### src/rtl/poly_loader.sv
// Coefficient stream loader for the NTT polynomial RAM: pairs coefficients into masked 96-bit lane writes.
// Optional mod-q input reduction is enabled by defining POLY_LOADER_MODRED_EN.

module poly_loader_lane #(
  parameter int CW       = 12,
  parameter int LANE_ODD = 0
) (
  input  logic          sel,
  input  logic [CW-1:0] even_c,
  input  logic [CW-1:0] odd_c,
  output logic [CW-1:0] lane_d,
  output logic          lane_en
);
  assign lane_en = sel;
  assign lane_d  = sel ? ((LANE_ODD != 0) ? odd_c : even_c) : '0;
endmodule

module poly_loader #(
  parameter int Q         = 3329,
  parameter int N         = 256,
  parameter int CW        = 12,
  parameter int NUM_LANES = 8
) (
  input  logic                    clk,
  input  logic                    rst,
  input  logic                    start,
  input  logic [7:0]              w_start_offset,
  input  logic                    in_valid,
  output logic                    in_ready,
  input  logic [CW-1:0]           in_coeff,
  input  logic                    ram_busy,
  output logic                    w_data_en,
  output logic [7:0]              w_data_addr,
  output logic [NUM_LANES*CW-1:0] w_data,
  output logic [NUM_LANES-1:0]    w_data_mask,
  output logic                    busy,
  output logic                    done
);
  typedef enum logic [1:0] {IDLE, LOAD, FLUSH} state_t;

  typedef struct packed {
    logic                          en;
    logic [7:0]                    addr;
    logic [NUM_LANES-1:0][CW-1:0]  data;
    logic [NUM_LANES-1:0]          mask;
  } wr_t;

  state_t  state;
  wr_t     wr_q;
  logic [7:0]    idx, base;
  logic [CW-1:0] pair_q, coeff_v;
  logic          accept, commit;
  logic [4:0]    wsel;
  logic [1:0]    pg;
  logic [NUM_LANES-1:0][CW-1:0] lanes_d;
  logic [NUM_LANES-1:0]         mask_d;

  function automatic logic [CW-1:0] modred(input logic [CW-1:0] c);
    return (c >= CW'(Q)) ? c - CW'(Q) : c;
  endfunction

`ifdef POLY_LOADER_MODRED_EN
  assign coeff_v = modred(in_coeff);
`else
  assign coeff_v = in_coeff;
`endif

  // A pending write only blocks the odd half of a pair; even coefficients go to pair_q.
  assign commit   = wr_q.en && !ram_busy;
  assign in_ready = (state == LOAD) && !(idx[0] && wr_q.en && ram_busy);
  assign accept   = in_valid && in_ready;
  assign busy     = (state != IDLE);
  assign done     = (state == FLUSH) && commit;

  assign w_data_en   = wr_q.en;
  assign w_data_addr = wr_q.addr;
  assign w_data      = wr_q.data;
  assign w_data_mask = wr_q.mask;

  // Word index is the bit-reversed pair number within a 64-block; bits 7:6 pick the lane pair.
  assign wsel = {idx[1], idx[2], idx[3], idx[4], idx[5]};
  assign pg   = {idx[6], idx[7]};

  for (genvar k = 0; k < NUM_LANES; k++) begin : g_lane
    poly_loader_lane #(.CW(CW), .LANE_ODD(k % 2)) u_lane (
      .sel    (pg == 2'(k / 2)),
      .even_c (pair_q),
      .odd_c  (coeff_v),
      .lane_d (lanes_d[k]),
      .lane_en(mask_d[k])
    );
  end

  always_ff @(posedge clk) begin
    if (rst) begin
      state  <= IDLE;
      idx    <= '0;
      base   <= '0;
      pair_q <= '0;
      wr_q   <= '0;
    end else begin
      case (state)
        IDLE:  if (start) begin
                 state <= LOAD;
                 base  <= w_start_offset;
                 idx   <= '0;
               end
        LOAD:  if (accept) begin
                 idx <= idx + 8'd1;
                 if (idx == 8'(N - 1)) state <= FLUSH;
               end
        FLUSH: if (commit) state <= IDLE;
        default: state <= IDLE;
      endcase

      if (accept && !idx[0]) pair_q <= coeff_v;

      if (accept && idx[0]) begin
        wr_q.en   <= 1'b1;
        wr_q.addr <= base + {3'b000, wsel};
        wr_q.data <= lanes_d;
        wr_q.mask <= mask_d;
      end else if (commit) begin
        wr_q.en <= 1'b0;
      end
    end
  end
endmodule

### config.mk
export PLATFORM = sky130hd
export DESIGN_NAME = poly_loader
export DESIGN_NICKNAME = d
export VERILOG_FILES = /design/src/rtl/poly_loader.sv
export SDC_FILE = /design/constraint.sdc
export NUM_CORES = 1
export LEC_CHECK = 0
export CAP_MARGIN = 40
export CORE_MARGIN = 4
export CORE_UTILIZATION = 44
export CTS_CLUSTER_SIZE = 10
export DETAILED_ROUTE_END_ITERATION = 6
export PLACE_DENSITY = 0.76
export SYNTH_ARGS = -nofsm -noshare
export SYNTH_HDL_FRONTEND = slang
export SYNTH_SLANG_ARGS = --single-unit
### constraint.sdc
create_clock -name clk -period 1.7 [get_ports clk]
set_input_delay 0.255 -clock clk [delete_from_list [all_inputs] [get_ports clk]]
set_output_delay 0.255 -clock clk [all_outputs]
set_load 0.005 [all_outputs]
==> impl_metrics.json <==
{
  "status": "completed",
  "synth-seq-cells": 139,
  "path_delay_family": "compound AO/OA/AOI/OAI gates",
  "nNetsFinal": 775,
  "area_growth_pct": 45.9,
  "cts_sinks": 139,
  "maxSlewViolCount": 0,
  "holdBufCountCts": 0,
  "yosysWarnings": 0,
  "htree_levels": 4,
  "instances_no_fill": 924,
  "clkPwrFrac_pct": 50.8,
  "grt-ovfl-total": 0,
  "path_max_fanout": 5,
  "max_stage_delay_ns": 0.35,
  "nFillCells": 945,
  "totalWireLength_um": 16100,
  "antenna_found_initial": 0,
  "cp_slowest_cell": "dfxtp_2",
  "port_buffers": 140,
  "grt_pass1_wl_um": 25200,
  "swShare_pct": 23.1,
  "worstSetupPathType": "reg2reg",
  "rsz0062_at_grt": "no",
  "netlist_top_cells_count": "139 x dfxtp_1, 81 x nand2_1, 67 x nor2_1",
  "ant_nets": 0,
  "dr_total_vias": 5079,
  "drive_above_1_share_pct": 19.0,
  "netlist_area_um2": 5450,
  "worst_pin_slew_ns": 0.363,
  "finalSetupViolCount": 0,
  "vias_per_cell": 5.50,
  "grt_pass1_vias": 4997,
  "initial_core_util_pct": 45.2,
  "die_y_um": 119,
  "drt_iter0_drc": 429,
  "crit_required_ns": 2.03,
  "critPathArrivalTime_ns": 1.97,
  "yosys.cell_types.count": 51,
  "fin_util_pct": 65.9,
  "n_antenna_cell": 0,
  "drtPass1Iterations": 5,
  "hp-class": "in2reg",
  "min_period_ns": 1.64,
  "combPwrFrac_pct": 4.9,
  "p_leak_nw": 2.75,
  "syn_inst": 590,
  "power_density_nw_per_um2": 945,
  "design.core.area_um2": 12100,
  "async_flop_share_pct": 0,
  "netSwitchingPower_mw": 1.74,
  "path_buf_inv": 0,
  "io_pins": 141,
  "multi_input_area_um2": 2470,
  "synth-edff-count": 0,
  "power_mw": 7.52,
  "syn_area_per_cell_um2": 9.24,
  "cp_cell_sequence": "ha_2 -> o21a_1 -> a211oi_2 -> or3_1 -> a311oi_1",
  "cts_root_buf": "clkbuf_16",
  "fmax_ghz": 0.610,
  "synth.top_cell.area_share_pct": 51.1,
  "grt_start_max_net_pins": 76,
  "ir_drop_mv": 0.695,
  "cts_buffer_depth": 2,
  "dpl.hpwl_um": 10600,
  "numPlacedInstances": 890,
  "synth_top_area_cell": "dfxtp_1",
  "fin_skew_ns": 0.00687,
  "avgRoutedWirePerCell_um": 17.4,
  "pwr-share-seq_pct": 44.3,
  "maxCapViolCount": 0,
  "synthTopCellsByArea": "dfxtp_1 51%, a22oi_1 7.3%, nand2_1 5.6%",
  "synth_nets": 622,
  "cts_buffers": 17,
  "startpoint_type": "flop",
  "die_w_um": 119,
  "rows": 40,
  "worstSetupEndpointType": "flop",
  "drc": 0,
  "max-slew-margin-rel_pct": 75.8,
  "clk_pin_slew_ns": 0.06,
  "min_period_over_period_pct": 96.5,
  "regArea_um2": 2800,
  "hold_viol": 0,
  "yosys.cell_count.top_type": "dfxtp_1",
  "die-area_um2": 14200,
  "grtUsageTotal_pct": 22.0,
  "insertion_delay_ns": 0.42,
  "gp_congestion": 0.906,
  "whs_ns": 0.143,
  "cts_tree": "done",
  "tns_ns": 0,
  "seq_area_frac_synth_pct": 51.1,
  "p_int_mw": 5.78,
  "ys.flop_type": "dfxtp_1"
}
==> path summary, 6_finish.rpt <==
kind,from,end,slack [ns],cells after the start
max,idx[3],w_data_addr[7],0.06,5
max reg2reg,idx[3],w_data_addr[7],0.06,5
min,rst,base[4],0.14,2
min reg2reg,w_data[76],w_data[76],0.46,2
==> kinds of logic after synthesis <==
| group | count (synthesis) | share of synthesized area [%] |
|---|---|---|
| AOI/OAI and AO/OA | 158 | 20.8 |
| xor gates and xnor gates | 3 | 0.482 |
| adders and majority gates | 7 | 1.74 |
| buffers and inverters | 54 | 5.14 |
| DFF | 139 | 51.1 |
| and+or+nand+nor | 229 | 20.8 |
==> layout make-up <==
cell class	count	area share (%)
clock inverter	15	2.36
tap	168	2.64
sequential	139	35.3
clock buffer	17	5.35
multi-input combinational	397	31.0
timing repair buffer	183	23.1
inverter	5	0.236
==> state kept, by name, summed over array words and instances (netlist names) <==
name and flops:
idx 8, state 2, pair_q 12, base 8, w_data_addr 8, w_data_mask 4
w_data 96, w_data_en 1
==> through the flow <==
| step | area (um2) | setup slack [ns] |
|---|---|---|
| global route | 7950 | 0.000288 |
| CTS | 7870 | 0.00296 |
| detailed placement | 7230 | -0.210 |
| finish | 7950 | 0.0597 |
| global placement | 7230 | -0.151 |
| floorplan | 5450 | 0.0342 |
==> routing by layer <==
metal	vias to the layer above	track usage, %	routed length (um)
met5	-	0	0
met4	0	10.7	481
met3	37	6.79	1000
met2	198	37.2	8050
met1	2454	25.3	6570
li1	2390	-	-
==> cells in the final DEF (no fill, tap or decap), types with 4 or more instances in the layout <==
master / count
clkdlybuf4s50_1: 136
dfxtp_1: 130
nand2_1: 81
nor2_1: 66
a21oi_1: 58
a22oi_1: 53
buf_4: 34
nand3_1: 31
nor2_2: 20
a22oi_2: 19
clkbuf_16: 17
buf_12: 9
inv_1: 5
clkinvlp_4: 5
dfxtp_2: 5
o21ai_0: 4
dfxtp_4: 4
inv_6: 4
==> worst register-to-register path, cell delays in order (launching register included) <==
cell and delay (ns):
dfxtp_2 0.35, ha_2 0.33, o21a_1 0.17, a211oi_2 0.10, or3_1 0.35, a311oi_1 0.26
==> power by group through the flow <==
stage               clock (mW)  sequential [mW]  combinational, mW
floorplan                    0             3.39              0.175
global placement             0             3.40              0.349
detailed placement           0             3.40              0.357
CTS                       3.87             3.33              0.360
global route              4.04             3.33              0.400
finish                    3.82             3.33              0.371
==> timing repair <==
item                                    4_1_cts  5_1_grt
gates cloned                                  0        0
endpoints found under the hold margin         0        0
setup buffers                                 0        3
endpoints found under the setup margin       11        6
pin swaps                                     0        6
gates resized for setup                      15       17
Note: power is estimated with default switching activity, not from simulation.
